--- config.mk ---
export PLATFORM = sky130hd
export DESIGN_NAME = player_anim_sequencer
export DESIGN_NICKNAME = d
export VERILOG_FILES = /design/src/rtl/player_anim_sequencer.sv
export SDC_FILE = /design/constraint.sdc
export NUM_CORES = 1
export LEC_CHECK = 0
export CAP_MARGIN = 20
export CORE_UTILIZATION = 40
export DETAILED_ROUTE_END_ITERATION = 7
export PLACE_DENSITY = 0.61
export SETUP_SLACK_MARGIN = 0.02
export SLEW_MARGIN = 25
export SYNTH_ARGS = -nofsm -noshare
export SYNTH_HDL_FRONTEND = slang
export SYNTH_SLANG_ARGS = --single-unit
--- constraint.sdc ---
create_clock -name frame_Clk -period 16.6 [get_ports frame_Clk]
set_input_delay 3.32 -clock frame_Clk [delete_from_list [all_inputs] [get_ports frame_Clk]]
set_output_delay 3.32 -clock frame_Clk [all_outputs]
set_load 0.01 [all_outputs]
--- src/rtl/player_anim_sequencer.sv ---
// Player sprite animation sequencer: picks IDLE/RUN/JUMP/DIE from gameplay
// inputs once per video frame and produces the sprite-ROM base offset.
//
// state | meaning
// IDLE  | standing still, single frame 0
// RUN   | horizontal motion, frames loop RUN_BASE..RUN_BASE+RUN_FRAMES-1
// JUMP  | airborne, frames loop JUMP_BASE..JUMP_BASE+JUMP_FRAMES-1
// DIE   | absorbing death sequence, saturates on last frame; only Reset exits
module player_anim_sequencer #(
    parameter logic [20:0] FRAME_SIZE      = 21'd3264,
    parameter int          TICKS_PER_FRAME = 4,
    parameter int          RUN_FRAMES      = 6,
    parameter int          JUMP_FRAMES     = 4,
    parameter int          DIE_FRAMES      = 3,
    parameter int          RUN_BASE        = 1,
    parameter int          JUMP_BASE       = 7,
    parameter int          DIE_BASE        = 11,
    parameter logic [20:0] LEFT_BANK       = 21'd45696
) (
    input  logic        frame_Clk,
    input  logic        Reset,
    input  logic        moving,
    input  logic        jumping,
    input  logic        dead,
    input  logic        playerDirection,
    output logic [20:0] frameOffset,
    output logic [1:0]  animState,
    output logic [2:0]  frameIndex,
    output logic        animDone
);

    typedef enum logic [1:0] {
        IDLE = 2'd0,
        RUN  = 2'd1,
        JUMP = 2'd2,
        DIE  = 2'd3
    } animState_t;

    localparam logic [3:0] TICK_LAST = 4'(TICKS_PER_FRAME - 1);
    localparam logic [2:0] RUN_LAST  = 3'(RUN_FRAMES - 1);
    localparam logic [2:0] JUMP_LAST = 3'(JUMP_FRAMES - 1);
    localparam logic [2:0] DIE_LAST  = 3'(DIE_FRAMES - 1);

    animState_t  state;
    animState_t  reqState;
    animState_t  stateNext;
    logic [3:0]  tickCnt;
    logic [3:0]  tickNext;
    logic [2:0]  idxAdvanced;
    logic [2:0]  idxNext;
    logic        dirLatch;
    logic        dirNext;
    logic        doneNext;
    logic [20:0] baseNext;
    logic [20:0] offsetNext;

    always_comb begin
        if (dead)
            reqState = DIE;
        else if (jumping)
            reqState = JUMP;
        else if (moving)
            reqState = RUN;
        else
            reqState = IDLE;
    end

    always_comb begin
        idxAdvanced = 3'd0;
        case (state)
            IDLE: idxAdvanced = 3'd0;
            RUN:  idxAdvanced = (frameIndex == RUN_LAST)  ? 3'd0 : frameIndex + 3'd1;
            JUMP: idxAdvanced = (frameIndex == JUMP_LAST) ? 3'd0 : frameIndex + 3'd1;
            DIE:  idxAdvanced = (frameIndex == DIE_LAST)  ? frameIndex : frameIndex + 3'd1;
            default: idxAdvanced = 3'd0;
        endcase
    end

    // The direction captured on the DIE entry tick stays frozen afterwards.
    always_comb begin
        stateNext = state;
        idxNext   = frameIndex;
        tickNext  = tickCnt;
        dirNext   = dirLatch;

        if (state != DIE)
            dirNext = playerDirection;

        if (state != DIE && reqState != state) begin
            stateNext = reqState;
            idxNext   = 3'd0;
            tickNext  = 4'd0;
        end else if (tickCnt == TICK_LAST) begin
            tickNext = 4'd0;
            idxNext  = idxAdvanced;
        end else begin
            tickNext = tickCnt + 4'd1;
        end
    end

    always_comb begin
        baseNext = 21'd0;
        case (stateNext)
            IDLE: baseNext = 21'd0;
            RUN:  baseNext = 21'(RUN_BASE);
            JUMP: baseNext = 21'(JUMP_BASE);
            DIE:  baseNext = 21'(DIE_BASE);
            default: baseNext = 21'd0;
        endcase
    end

    // Outputs derive from next-state values so all registers move together.
    assign doneNext   = (stateNext == DIE) && (idxNext == DIE_LAST);
    assign offsetNext = (dirNext ? LEFT_BANK : 21'd0)
                      + (baseNext + 21'(idxNext)) * FRAME_SIZE;

    always_ff @(posedge frame_Clk) begin
        if (Reset) begin
            state       <= IDLE;
            frameIndex  <= 3'd0;
            tickCnt     <= 4'd0;
            dirLatch    <= 1'b0;
            frameOffset <= 21'd0;
            animDone    <= 1'b0;
        end else begin
            state       <= stateNext;
            frameIndex  <= idxNext;
            tickCnt     <= tickNext;
            dirLatch    <= dirNext;
            frameOffset <= offsetNext;
            animDone    <= doneNext;
        end
    end

    assign animState = state;

endmodule

* Word level (Yosys, flattened, before mapping)
Cells that the tools add are included.
Storage, ports and cells: bits in registers 32, input port bits 6, output and inout bits 27, logic and storage cells 42
Cells by class: add/subtract/negate cells 4, $mul 1, equal/unequal tests 13, muxes and demuxes 13, reductions and logical operators 5
Operators by type and width (count):
- 21-bit case mux with 4 select lines | 1
- 16-bit by 21-bit adder with 21-bit output | 1
- 21-bit by 3-bit adder with 21-bit output | 1
- 21-bit by 6-bit multiplier with 15-bit output, second input constant | 1
- 16-bit two-way mux | 1
- 3-bit two-way mux | 5
- 3-bit case mux with 4 select lines | 1
- 3-bit by 2-bit == test with 1-bit output, second input constant | 3
- 2-bit == test, second input constant | 4
- 2-bit two-way mux | 3
- 4-bit by 1-bit adder with 4-bit output, second input constant | 1
- 2-bit by 1-bit == test with 1-bit output, second input constant | 2
- 4-bit by 2-bit == test with 1-bit output, second input constant | 1
- 2-bit logical NOT | 2
- 3-bit by 1-bit adder with 3-bit output, second input constant | 1
- 3-bit == test, second input constant | 1
- 3-bit OR reduction | 1
- 1-bit logical AND | 2
- 1-bit two-way mux | 2
- 2-bit inequality test | 1
- 2-bit inequality test, second input constant | 1

* Depth between registers and ports, before layout
depth in word-level cells 11, mapped depth 27, depth with buffers taken out 27

* Least setup slack after synthesis
OpenSTA, ideal clock, no wires.
path type in2reg, start input port moving, end register frameOffset[16], setup time 0.128 ns, arrival time 7.817 ns, data required time 16.472 ns, path slack 8.655 ns, stages 24, path buffers 0, cells stage by stage nor4_1 a21oi_1 o2bb2ai_1 o21ai_0 nor2_1 ha_1 inv_1 fa_1 inv_1 a21oi_1 nor2_1 ha_1 ha_1 fa_1 ha_1 nor2b_1 o31a_1 a21oi_1 ha_1 a21oi_1 o41ai_1 a31oi_1 xnor2_1 nor2_1
On the way: elaborated cells between the ends (all ways) 15, those cells by class add/sub (2); mul (1); eq/ne (4); mux (6); reduce/logical (2)
RTL lines:
- start: declaration | RTL line 22 | input logic moving,
- 1-bit two-way mux | RTL line 62 | else if (moving)
- 2-bit two-way mux | RTL line 60 | else if (jumping)
- 2-bit two-way mux | RTL line 58 | if (dead)
- 2-bit inequality test | RTL line 89 | if (state != DIE && reqState != state) begin
- 1-bit logical AND | RTL line 89
- 3-bit two-way mux | RTL line 89
- net idxNext[0] | RTL line 50 | logic [2:0] idxNext;
- 21-bit by 3-bit adder with 21-bit output | RTL line 115 | + (baseNext + 21'(idxNext)) * FRAME_SIZE;
- 21-bit by 6-bit multiplier with 15-bit output | RTL line 115
- 16-bit by 21-bit adder with 21-bit output | RTL line 115
- end signal: assignment | RTL line 130 | frameOffset <= offsetNext;
- end: declaration | RTL line 26 | output logic [20:0] frameOffset,
The timed path passes the listed nets, and every way through them passes these cells. The select of a mux whose other input is x is not followed. A chain may end at the register's enable or synchronous reset.

* Worst setup path in the final report
start input port jumping, end register frameOffset[18]
On the way: elaborated cells between the ends (all ways) 14, those cells by class add/sub (2); mul (1); eq/ne (4); mux (5); reduce/logical (2)
RTL lines:
- start: declaration | RTL line 23 | input logic jumping,
- 2-bit two-way mux | RTL line 60
- 2-bit two-way mux | RTL line 58
- 2-bit inequality test | RTL line 89
- 1-bit logical AND | RTL line 89
- 3-bit two-way mux | RTL line 89
- net idxNext[0] | RTL line 50
- 21-bit by 3-bit adder with 21-bit output | RTL line 115
- 21-bit by 6-bit multiplier with 15-bit output | RTL line 115
- 16-bit by 21-bit adder with 21-bit output | RTL line 115
The timed path passes the listed nets, and every way through them passes these cells. The select of a mux whose other input is x is not followed.

==> impl_results.md <==
- Synth unique cells: 47
- Fin. max-slew vios: 0
- Global-route wire length before repair: 6.38 mm
- Share of layout cells above drive strength 1: 4.20%
- Reg-to-reg endpoint: frameOffset[18]$_SDFF_PP0_
- Status: complete, but fails checks
- Crit path from: jumping
- Fill count: 441
- Core area: 4470 um2
- Router iterations before antenna repair: 6
- # clock sinks: 24
- Min-delay worst type: register to register
- VDD IR max: 0.0471 mV
- Failing checks: DRC
- Final Hold Violating Endpoints: 0
- GR Util All Layers: 15.7%
- Vias in the first global route: 1,425
- Setup Fix Bufs, Post-CTS: 0
- Post-CTS sizing: 0
- Switching share of power: 32.5%
- Top FF cell, synth: dfxtp_1
- Switch Pwr: 68.6 uW
- Placer congestion estimate: 0.858
- Clock tree buffer depth: 2
- Post-DP HPWL: 2.89 mm
- Crit path capture type: register
- Initial antenna violation count: 0
- Largest fanout on the critical path: 5
- Post-CTS Hold Buffers: 0
- CP endpoint: frameOffset[18]$_SDFF_PP0_
- Total CTS buffers: 3
- Max cap viols: 0
- Die height: 71.3 um
- Skew final: 0.00784 ns
- Worst Max-Slew Pin Slew: 0.664 ns
- Final Cycle Share: 52.3%
- Initial Util: 43.0%
- Min setup slack post-route: 7.92 ns
- Worst setup path category: primary input to register
- Gr ovfl total: 0
- Antenna Nets Post-Route: 0
- Flop-to-flop setup slack: 10.87 ns
- Final std cells w/o fill: 290
- Synth warnings: 0
- WP data arrival: 8.85 ns
- Vias per inst: 5.11
- Syn Std Cell Area: 1920 um2
- Layout Nets: 284
- Post-route DRC violation count: 2
- WHS: 0.478 ns
- Slew Limit Headroom: 55.6%
- Pint: 142 uW
- Cell area power density: 93.7 nW/um2
- WP data required: 16.76 ns
- DIE WIDTH: 71.3 um
- Gate Count Post-Synth: 214
- Post-synth EDFFs: 0
- Seq/Total Area, Yosys: 25.0%
- Clk pwr share: 23.9%
- Num ports: 33
- Setup crit start kind: primary input
- Die area: 5090 um2
- Pin count of the biggest net entering global routing: 19
- Worst-skew pair later-pin latency: 0.27 ns
- CTS clock-pin slew for the worst setup and hold paths: 0.08 ns
- Syn-to-layout area delta: 17.2%
- Fin crit period: 8.68 ns
- Routed WL per cell: 12.2 um
- # rows: 24
- Mapped Avg Cell Area: 8.99 um2
- TritonCTS clock tree: done
- Seq cells post-synth: 24
- # port buffers: 24
- Dpl ws: 7.66 ns
- Path depth of the worst reg2reg path: 20
- Setup tns final: 0 ns
- H-tree levels: 1
- CTS root buf: clkbuf_8
- Asr flop ratio synth: 0%
- Peak Freq: 115 MHz
- Vias post-DR: 1,483
- Diodes inserted: 0
- DR iter-0 viols: 62
- WL final: 3.55 mm
- Sequential Power Share: 32.4%
- Setup Viol. Count Final: 0
- Worst R2R Start: tickCnt[0]$_SDFF_PP0_
- Combinational share of power: 43.7%
- RSZ-0062 raised after global routing: false
- Placed Cells: 286
- Static Leak: 0.000985 uW
-- synth_stat cells (2+ instances only) --
| cell type | count | area (um2) |
|---|---|---|
| ha_1 | 36 | 450 |
| nor3_1 | 2 | 10.0 |
| o21ai_0 | 9 | 45.0 |
| nor2_1 | 19 | 71.3 |
| buf_4 | 8 | 60.1 |
| a21oi_1 | 11 | 55.1 |
| nand2_1 | 9 | 33.8 |
| dfxtp_1 | 24 | 480 |
| nand2b_1 | 3 | 18.8 |
| nor2b_1 | 6 | 37.5 |
| clkbuf_1 | 2 | 7.51 |
| nand3_1 | 3 | 15.0 |
| a31oi_1 | 6 | 37.5 |
| fa_1 | 3 | 60.1 |
| nor3b_1 | 3 | 22.5 |
| inv_1 | 16 | 60.1 |
| mux2_2 | 2 | 22.5 |
| a21o_1 | 2 | 15.0 |
| and2_1 | 6 | 37.5 |
| xor2_1 | 6 | 52.6 |
| xnor2_1 | 10 | 87.6 |
| nand3b_1 | 2 | 15.0 |
| and2b_1 | 2 | 15.0 |
-- critical path, stage by stage --
cell and delay (ns):
clkdlybuf4s50_1 0.48, nor4_1 0.19, a21oi_1 0.07, o2bb2ai_1 0.30
o21ai_0 0.17, nor2_1 0.22, ha_1 0.21, inv_1 0.05
fa_1 0.40, inv_1 0.07, a21oi_1 0.06, nor2_1 0.18
ha_1 0.28, ha_1 0.20, fa_1 0.45, ha_1 0.36
nor2b_1 0.16, o31a_1 0.25, a21oi_1 0.14, ha_1 0.19
nand2_1 0.11, o41ai_1 0.46, a31oi_1 0.21, nor4bb_1 0.30
-- state kept, by name, summed over array words and instances, names as in the netlist --
signal	count
tickCnt	4
dirLatch	1
animState	2
animDone	1
frameOffset	13
frameIndex	3
-- cells in the final DEF, fill, tap and decap left out, drive strengths merged, types with 4 or more instances in the layout --
cell type	count
a21oi	11
a31oi	6
and2	6
clkdlybuf4s50	24
conb	8
dfxtp	24
ha	36
inv	16
nand2	9
nand3	4
nor2	19
nor2b	6
o21ai	9
xnor2	10
xor2	6
-- kinds of logic (layout without fill, tap and decap cells) --
logic type      after synthesis  after routing  synth area share (%)
flops                        24             24                  25.0
compound gates               40             40                  13.9
mux                           3              3                  1.69
other cells                   1              8                 0.195
fa+ha+maj                    39             39                  26.5
simple gates                 64             64                  18.5
buf+inv                      27             44                  6.90
xor+xnor                     16             16                  7.29
-- cell type report --
class / count / area, um2 / share of cell area, %
clock buffers: 3 / 41.3 / 1.83
clock inverters: 1 / 30.0 / 1.33
inverters: 16 / 60.1 / 2.67
multi-input cells: 170 / 1340 / 59.3
flip-flops and latches: 24 / 480 / 21.3
well taps: 52 / 65.1 / 2.89
repair buffers: 24 / 240 / 10.7
-- stage by stage --
step                      area (um2)  total power, uW  util [%]
final                           2250              211      50.4
after global placement          2180              162      48.8
after floorplan                 1950              135         -
after CTS                       2250              213      50.4
after global routing            2250              227      50.4
after detailed placement        2180              162      48.8
-- routing by layer --
metal  wire [um]  global-route usage (%)  share of wire (%)
met2        1500                    24.1                 42
met1        1910                    22.7                 54
met5           0                       0                  0
met4          56                    6.00                1.6
met3          80                    1.27                2.3
-- worst min-delay path by stage --
stage,startpoint,endpoint,slack (ns),depth (start not counted)
after floorplan,tickCnt[0]$_SDFF_PP0_,tickCnt[0]$_SDFF_PP0_,0.42,1
after global placement,tickCnt[0]$_SDFF_PP0_,tickCnt[0]$_SDFF_PP0_,0.44,1
after detailed placement,tickCnt[0]$_SDFF_PP0_,tickCnt[0]$_SDFF_PP0_,0.44,1
after CTS,tickCnt[0]$_SDFF_PP0_,tickCnt[0]$_SDFF_PP0_,0.48,1
after global routing,tickCnt[0]$_SDFF_PP0_,tickCnt[0]$_SDFF_PP0_,0.50,1
final,tickCnt[0]$_SDFF_PP0_,tickCnt[0]$_SDFF_PP0_,0.48,1
-- power groups by stage --
| stage | Combinational (uW) | Sequential, uW | Clock [uW] |
|---|---|---|---|
| 6_report | 92.2 | 68.4 | 50.6 |
| 5_1_grt | 104 | 69.3 | 54.4 |
| 4_1_cts | 92.7 | 68.5 | 51.5 |
| 3_5_place_dp | 92.1 | 69.9 | 0 |
| 3_3_place_gp | 92.2 | 69.8 | 0 |
| 2_1_floorplan | 61.6 | 73.7 | 0 |
No activity file was read; power rests on OpenSTA's default activity.
